$ cat config.mk
export PLATFORM = sky130hd
export DESIGN_NAME = tohost_console
export DESIGN_NICKNAME = d
export VERILOG_FILES = /design/src/rtl/tohost_console.sv
export SDC_FILE = /design/constraint.sdc
export NUM_CORES = 1
export LEC_CHECK = 0
export BUFFER_PORTS_ARGS = -buffer_cell sky130_fd_sc_hd__clkbuf_2
export CAP_MARGIN = 5
export CORE_ASPECT_RATIO = 1.4
export CORE_UTILIZATION = 40
export CTS_CLUSTER_SIZE = 8
export DETAILED_ROUTE_END_ITERATION = 8
export GPL_TIMING_DRIVEN = 0
export PLACE_DENSITY = 0.65
export SLEW_MARGIN = 20
export SYNTH_ARGS = -nofsm -noshare
export SYNTH_HDL_FRONTEND = slang
export SYNTH_SLANG_ARGS = --single-unit
$ cat constraint.sdc
create_clock -name CLK -period 6.6 [get_ports CLK]
set_clock_uncertainty 0.15 [all_clocks]
set_input_delay 0.33 -clock CLK [delete_from_list [all_inputs] [get_ports CLK]]
set_output_delay 0.33 -clock CLK [all_outputs]
set_load 0.005 [all_outputs]
$ cat src/rtl/tohost_console.sv
// Tohost console: decodes core tohost writes into print/poweroff commands, buffers
// printed characters and serialises them as 8N1 UART frames. Optional macro: TOHOST_STALL_EN.
module tohost_console #(
    parameter int QUEUE_SIZE  = 64,
    parameter int SERIAL_WCNT = 100
) (
    input  logic        CLK,
    input  logic        RST_X,
    input  logic [31:0] i_addr,
    input  logic [3:0]  i_we,
    input  logic [31:0] i_wdata,
    output logic        o_stall,
    output logic        o_txd,
    output logic        o_poweroff,
    output logic [15:0] o_exit_code,
    output logic        o_busy,
    output logic [7:0]  o_drop_cnt
);
    localparam int AW = $clog2(QUEUE_SIZE);
    localparam int CW = AW + 1;
    localparam int WW = $clog2(SERIAL_WCNT);
    localparam logic [CW-1:0] FULL   = CW'(QUEUE_SIZE);
    localparam logic [WW-1:0] W_LAST = WW'(SERIAL_WCNT - 1);

    typedef enum logic [1:0] {IDLE, SHIFT, STOP} tx_state_t;

    logic unused_bits;
    assign unused_bits = ^{i_addr[31], i_addr[29:16], i_addr[14:0], i_we[3:1], i_wdata[31:18]};

    // ---- stage p0: registered tohost decode
    logic        vld_p0;
    logic [1:0]  cmd_p0;
    logic [15:0] arg_p0;

    always_ff @(posedge CLK) begin
        if (!RST_X) vld_p0 <= 1'b0;
        else        vld_p0 <= i_addr[30] & i_addr[15] & i_we[0];
        cmd_p0 <= i_wdata[17:16];
        arg_p0 <= i_wdata[15:0];
    end

    logic print_p0, power_p0;
    assign print_p0 = vld_p0 & (cmd_p0 == 2'd1);
    assign power_p0 = vld_p0 & (cmd_p0 == 2'd2);

    // ---- stage p1: command takes effect (queue, poweroff, drop count)
    logic [7:0]    mem [QUEUE_SIZE];
    logic [AW-1:0] head;
    logic [CW-1:0] count;
    logic [AW-1:0] tail;
    logic          deq, enq;
    tx_state_t     state, state_nxt;

    assign deq  = (state == IDLE) && (count != '0);
    assign enq  = print_p0 && ((count != FULL) || deq);
    assign tail = head + count[AW-1:0];

    always_ff @(posedge CLK) begin
        if (enq) mem[tail] <= arg_p0[7:0];
    end

    always_ff @(posedge CLK) begin
        if (!RST_X) begin
            head  <= '0;
            count <= '0;
        end else begin
            if (deq) head <= head + AW'(1);
            count <= count + CW'(enq) - CW'(deq);
        end
    end

    always_ff @(posedge CLK) begin
        if (!RST_X) begin
            o_poweroff  <= 1'b0;
            o_exit_code <= '0;
        end else if (power_p0 && !o_poweroff) begin
            o_poweroff  <= 1'b1;
            o_exit_code <= arg_p0;
        end
    end

`ifdef TOHOST_STALL_EN
    // Threshold leaves room for the hits already in flight when stall becomes visible.
    always_ff @(posedge CLK) begin
        if (!RST_X) o_stall <= 1'b0;
        else        o_stall <= (count >= FULL - CW'(2));
    end
    assign o_drop_cnt = 8'd0;
`else
    assign o_stall = 1'b0;
    always_ff @(posedge CLK) begin
        if (!RST_X)
            o_drop_cnt <= 8'd0;
        else if (print_p0 && !enq && (o_drop_cnt != 8'hFF))
            o_drop_cnt <= o_drop_cnt + 8'd1;
    end
`endif

    // ---- transmitter: bit_idx 0 is the start bit, 1..8 the data bits
    logic [WW-1:0] wcnt, wcnt_nxt;
    logic [3:0]    bit_idx, bit_idx_nxt;
    logic [7:0]    tx_data, tx_data_nxt;
    logic          txd_nxt;
    logic          wlast;

    assign wlast = (wcnt == W_LAST);

    always_comb begin
        state_nxt   = state;
        wcnt_nxt    = wcnt + WW'(1);
        bit_idx_nxt = bit_idx;
        tx_data_nxt = tx_data;
        txd_nxt     = o_txd;
        case (state)
            IDLE: begin
                wcnt_nxt = '0;
                txd_nxt  = 1'b1;
                if (deq) begin
                    state_nxt   = SHIFT;
                    bit_idx_nxt = '0;
                    tx_data_nxt = mem[head];
                    txd_nxt     = 1'b0;
                end
            end
            SHIFT: begin
                if (wlast) begin
                    wcnt_nxt = '0;
                    if (bit_idx == 4'd8) begin
                        state_nxt = STOP;
                        txd_nxt   = 1'b1;
                    end else begin
                        bit_idx_nxt = bit_idx + 4'd1;
                        txd_nxt     = tx_data[bit_idx[2:0]];
                    end
                end
            end
            STOP: begin
                if (wlast) begin
                    wcnt_nxt  = '0;
                    state_nxt = IDLE;
                end
            end
            default: state_nxt = IDLE;
        endcase
    end

    always_ff @(posedge CLK) begin
        if (!RST_X) begin
            state   <= IDLE;
            wcnt    <= '0;
            bit_idx <= '0;
            o_txd   <= 1'b1;
        end else begin
            state   <= state_nxt;
            wcnt    <= wcnt_nxt;
            bit_idx <= bit_idx_nxt;
            o_txd   <= txd_nxt;
        end
        tx_data <= tx_data_nxt;
    end

    assign o_busy = (count != '0) | (state != IDLE) | print_p0;

endmodule

==> Yosys cells after proc, flatten, opt, wreduce, memory -nomap -nowiden <==
Memories as Yosys holds them, arrays and structs flattened. A register that Yosys moved wholly into a read port is not among the register bits.
Cells that the tools add are included.
{ "word_totals": {"out_inout_bits": 28, "n_memories": 1, "word_cells": 76, "mem_bits_rw": 512, "register_bits": 71, "in_bits": 70} }
{ "mem_list": {"columns": ["memory", "depth", "word_bits", "read_ports", "rd_ports_with_merged_regs", "write_ports", "line", "source"], "rows": [
  ["mem", 64, 8, 1, 1, 1, "47", "logic [7:0] mem [QUEUE_SIZE];"]
]} }
{ "op_classes": {"muxes": 19, "add_sub_neg": 7, "n_eq_ne": 13, "n_lt_le_gt_ge": 1, "bitwise_logic": 6, "n_reduce_logical": 17} }
{ "ops": {"columns": ["cell", "count"], "rows": [
  ["7-bit one-hot mux with 2 select lines", 1],
  ["4-bit 2-to-1 mux", 3],
  ["2-bit != test (second input constant)", 5],
  ["8-bit by 1-bit adder with 8-bit output (second input constant)", 1],
  ["2-bit 2-to-1 mux", 4],
  ["8-bit != test (second input constant)", 1],
  ["4-bit one-hot mux with 2 select lines", 1],
  ["4-bit AND reduction", 2],
  ["7-bit by 1-bit adder with 7-bit output", 1],
  ["7-bit by 1-bit adder with 7-bit output (second input constant)", 1],
  ["7-bit == test (second input constant)", 1],
  ["7-bit 2-to-1 mux", 1],
  ["7-bit != test (second input constant)", 1],
  ["7-bit nonzero test", 1],
  ["7-bit by 1-bit subtractor with 7-bit output", 1],
  ["6-bit by 1-bit adder with 6-bit output (second input constant)", 1],
  ["6-bit adder", 1],
  ["1-bit 2-to-1 mux", 6],
  ["2-bit one-hot mux with 3 select lines", 1],
  ["1-bit logical AND", 5],
  ["4-bit by 1-bit adder with 4-bit output (second input constant)", 1],
  ["1-bit bitwise AND", 4],
  ["2-bit by 1-bit == test with 1-bit output (second input constant)", 2],
  ["2-bit == test (second input constant)", 2],
  ["other kinds (11)", 15]
]} }

==> Longest topological paths before layout <==
{ "logic_depth": {"word_depth": 7, "mapped_depth": 16, "depth_no_buf": 15} }

==> Worst setup path before layout <==
Ideal clock, no wire load.
{ "synth_path": {"path_type": "register to register", "startpoint": "register count[5]", "endpoint": "register count[6]", "t_required_ps": 6318, "period_less_slack_ps": 3231, "slack_ps": 3369, "path_stages_with_launch": 17, "setup_ps": 132, "path_buffers": 1, "arrival_time_ps": 2948, "path_cell_list": "dfxtp_1 -> inv_1 -> ha_1 -> nand4bb_4 -> o21a_1 -> clkbuf_1 -> nand2_1 -> o21ai_0 -> ha_1 -> inv_1 -> fa_1 -> nand2b_1 -> a21oi_1 -> o21ai_0 -> a21oi_1 -> or3_1 -> a21oi_1"} }
{ "synth_via": {"elab_chain_len": 6, "word_cells_on_any_way": 7, "classes_between": "add/sub: 2; eq/ne: 1; reduce/logical: 4"} }
{ "synth_rtl": {"columns": ["item", "line", "source"], "rows": [
  ["from (decl)", "49", "logic [CW-1:0] count;"],
  ["from (signal assigned)", "68", "count <= count + CW'(enq) - CW'(deq);"],
  ["7-bit nonzero test", "54", "assign deq = (state == IDLE) && (count != '0);"],
  ["1-bit logical AND", "54", null],
  ["1-bit logical OR", "55", "assign enq = print_p0 && ((count != FULL) || deq);"],
  ["1-bit logical AND", "55", null],
  ["7-bit by 1-bit adder with 7-bit output", "68", null],
  ["7-bit by 1-bit subtractor with 7-bit output (*)", "68", null]
]} }
Every way passes the cells marked *; elsewhere a longest branch is shown, timed or not.
A chain may end at the register's enable or synchronous reset.

==> Final worst setup path <==
{ "layout_path": {"startpoint": "register head[1]", "endpoint": "memory mem[25][6], enable pin"} }
{ "layout_via": {"elab_chain_len": 1} }
{ "layout_rtl": {"columns": ["item", "line", "source"], "rows": [
  ["from (decl)", "48", "logic [AW-1:0] head;"],
  ["from (signal assigned)", "67", "if (deq) head <= head + AW'(1);"],
  ["6-bit adder", "56", "assign tail = head + count[AW-1:0];"],
  ["to (decl)", "47", null]
]} }
No other way between the ends.

==> flow_metrics.env <==
export IMPL_status="finished, final reports clean"
export IMPL_irDropWorstVdd_uv=212
export IMPL_core_area_um2=57500
export IMPL_post_cts_buffers=0
export IMPL_htreeDepth=3
export IMPL_critPathSlowestCell="nor3_2"
export IMPL_cpMostUsedCell="buf_2"
export IMPL_cts_tree="built"
export IMPL_yosysUniqueCellTypes=62
export IMPL_dp_cells=2110
export IMPL_setup_tns_ns=0
export IMPL_combPwrFrac=0.216
export IMPL_cts_buffer_depth=3
export IMPL_crit_arrival_ns=4.07
export IMPL_fmax_ghz=0.251
export IMPL_grt_pass1_vias=13106
export IMPL_hpwlAfterDp_um=37000
export IMPL_cp_max_fo=10
export IMPL_startpoint_type="flip-flop"
export IMPL_design_area_um2=27400
export IMPL_dr_pass1_iters=5
export IMPL_clockPowerShare=0.375
export IMPL_rsz0062_at_grt="no"
export IMPL_multi_input_area_um2=6050
export IMPL_slowest_delay_ns=0.69
export IMPL_ys_ff_latch=591
export IMPL_grt_pass1_wl_um=84000
export IMPL_hp_class="in2reg"
export IMPL_overflow=0
export IMPL_ys_top_cells_by_area="edfxtp_1 67%, mux4_2 9.3%, dfxtp_1 6.1%, mux2i_1 3.7%, ha_1 1.2%"
export IMPL_drt_initial_drc_count=992
export IMPL_routed_via_count=12706
export IMPL_p_per_area_nw_per_um2=380
export IMPL_yosysTopAreaCellShare=0.671
export IMPL_fp_dieW_um=206
export IMPL_cts_resized=0
export IMPL_routed_via_density=5.61
export IMPL_async_reset_ff_frac=0
export IMPL_cts_hold_buf=21
export IMPL_cap_violations=0
export IMPL_wl_per_cell_um=25.1
export IMPL_antenna_found_initial=1
export IMPL_path_cells="buf_2 > clkinv_1 > fa_1 > nor2b_1 > o21a_1 > or3_1 > and2_1 > nand2_1 > buf_2 > nor3_2"
export IMPL_hold_violations=0
export IMPL_cts_clk_slew_worst_paths_ns=0.05
export IMPL_max_slew_margin=0.357
export IMPL_clk_latency_ns=0.63
export IMPL_placed_area_um2=24800
export IMPL_p_switching_mw=2.97
export IMPL_timing_hold_ws_ns=0.196
export IMPL_power_internal_mw=7.44
export IMPL_end_kind="flip-flop"
export IMPL_nNetsFinal=1569
export IMPL_post_route_drc_count=0
export IMPL_fin_crit_sh=0.603
export IMPL_synth_area_leader_cell="edfxtp_1"
export IMPL_synthTopCellsByCount="520 x edfxtp_1, 96 x mux4_2, 85 x mux2i_1"
export IMPL_syn_nets=1408
export IMPL_root_buffer="clkbuf_16"
export IMPL_syn_area_um2=23300
export IMPL_crit_type="reg2reg"
export IMPL_synthCells=1314
export IMPL_grt_max_degree=66
export IMPL_setup_violations=0
export IMPL_grt_usage=0.196
export IMPL_cp_buffers_inverters=3
export IMPL_fillers=4749
export IMPL_synth_most_common_cell="edfxtp_1"
export IMPL_syn_to_final_growth_pct=17.6
export IMPL_portBuffers=49
export IMPL_yosysSeqAreaShare=0.732
export IMPL_cp_required_ns=6.69
export IMPL_synth_edf_count=520
export IMPL_drive_gt1_frac=0.227
export IMPL_rows=104
export IMPL_p_leak_nw=8.76
export IMPL_drv_slew=0
export IMPL_seqPwrFrac=0.409
export IMPL_diodes=0
export IMPL_yosysWarningCount=0
export IMPL_worstMarginPinSlew_ns=0.961
export IMPL_routed_wl_um=56800
export IMPL_die_area_um2=59200
export IMPL_cts_sinks=591
export IMPL_sw_frac_of_total=0.285
export IMPL_cts_buffers=84
export IMPL_stdcell_count=2265
export IMPL_ys_dominant_reg_cell="edfxtp_1"
export IMPL_register_area_um2=17100
export IMPL_drtAntennaViolNets=0
export IMPL_initial_core_util=0.405
export IMPL_synth_area_per_cell_um2=17.7
export IMPL_period_minus_slack_ns=3.98
export IMPL_die_h_um=287
export IMPL_globalplace_congestion=0.870
export IMPL_cp_top_family="simple AND/OR/NAND/NOR gates"
export IMPL_design_portCount=98
final timing paths:
kind | from | end | slack (ns) | cells after the start
worst max-delay path | head[1]$_SDFFE_PN0N_ | mem[25][6]$_DFFE_PP_ | 2.62 | 10
worst min-delay path | i_wdata[8] | arg_p0[8]$_DFF_P_ | 0.20 | 2
worst max register to register | head[1]$_SDFFE_PN0N_ | mem[25][6]$_DFFE_PP_ | 2.62 | 10
worst min register to register | arg_p0[9]$_DFF_P_ | o_exit_code[9]$_SDFFE_PN0P_ | 0.29 | 2
layer usage:
layer,global-route usage,up-vias,wire length (µm)
li1,-,5556,-
met1,0.227,6487,21100
met2,0.343,518,29200
met3,0.0320,145,3540
met4,0.113,0,3000
met5,0,-,0
power groups by stage:
stage | Clock, mW | Sequential, mW | Combinational (mW)
2_1_floorplan | 0 | 4.30 | 1.54
3_3_place_gp | 0 | 4.34 | 2.13
3_5_place_dp | 0 | 4.33 | 2.22
4_1_cts | 3.94 | 4.26 | 2.24
5_1_grt | 4.09 | 4.27 | 2.39
6_report | 3.90 | 4.26 | 2.25
sequential cells by signal, summed over array words and instances (netlist names):
signal	flops
mem	512
arg_p0	16
o_exit_code	16
o_drop_cnt	8
tx_data	8
count	7
wcnt	7
head	6
bit_idx	4
cmd_p0	2
state	2
o_poweroff	1
o_txd	1
vld_p0	1
metrics by stage:
stage | setup WS [ns] | power (mW) | utilization
5_1_grt | 2.30 | 10.7 | 0.476
4_1_cts | 2.62 | 10.4 | 0.476
3_3_place_gp | 2.26 | 6.48 | 0.425
2_1_floorplan | 3.37 | 5.83 | -
6_report | 2.62 | 10.4 | 0.476
3_5_place_dp | 2.66 | 6.55 | 0.431
kinds of logic after synthesis:
family,Yosys count,synth area share
buffers and inverters,91,0.0188
AND/OR/NAND/NOR,240,0.0491
other,1,0.000161
flip-flops,591,0.732
XOR/XNOR,28,0.0105
multiplexers,184,0.131
AO/OA/AOI/OAI,155,0.0450
adder cells (fa/ha/maj),24,0.0135
cells in the final DEF (no fill, tap or decap), types with 4 or more instances in the layout:
cell type | netlist | layout
o221ai_1 | 8 | 8
inv_1 | 20 | 20
buf_2 | 28 | 28
clkbuf_2 | 0 | 49
nor3_1 | 53 | 4
nand2b_1 | 4 | 4
a211oi_1 | 20 | 20
nor3_2 | 0 | 49
nor2_1 | 60 | 60
and3_1 | 7 | 7
xnor2_1 | 10 | 10
mux4_2 | 96 | 96
mux2i_1 | 85 | 85
o21ai_0 | 12 | 12
nand2_1 | 70 | 70
a22oi_1 | 19 | 19
buf_4 | 10 | 12
xor2_1 | 18 | 18
clkbuf_16 | 0 | 85
nand4_1 | 5 | 5
dfxtp_1 | 71 | 63
o22ai_1 | 25 | 25
clkbuf_1 | 27 | 70
dlygate4sd3_1 | 0 | 21
edfxtp_1 | 520 | 520
a22o_1 | 7 | 7
a21oi_1 | 44 | 44
dfxtp_4 | 0 | 6
nand3_1 | 16 | 16
ha_1 | 22 | 22
area by class of cell:
cell class                 count  share of cell area
clock buffer                 128              0.0836
inverter                      21             0.00288
timing repair buffer          75              0.0197
clock inverter                 6             0.00256
sequential                   591               0.623
buffer                        70              0.0131
tap                          742              0.0339
multi-input combinational    632               0.221
Power figures use the tool's default switching activity.
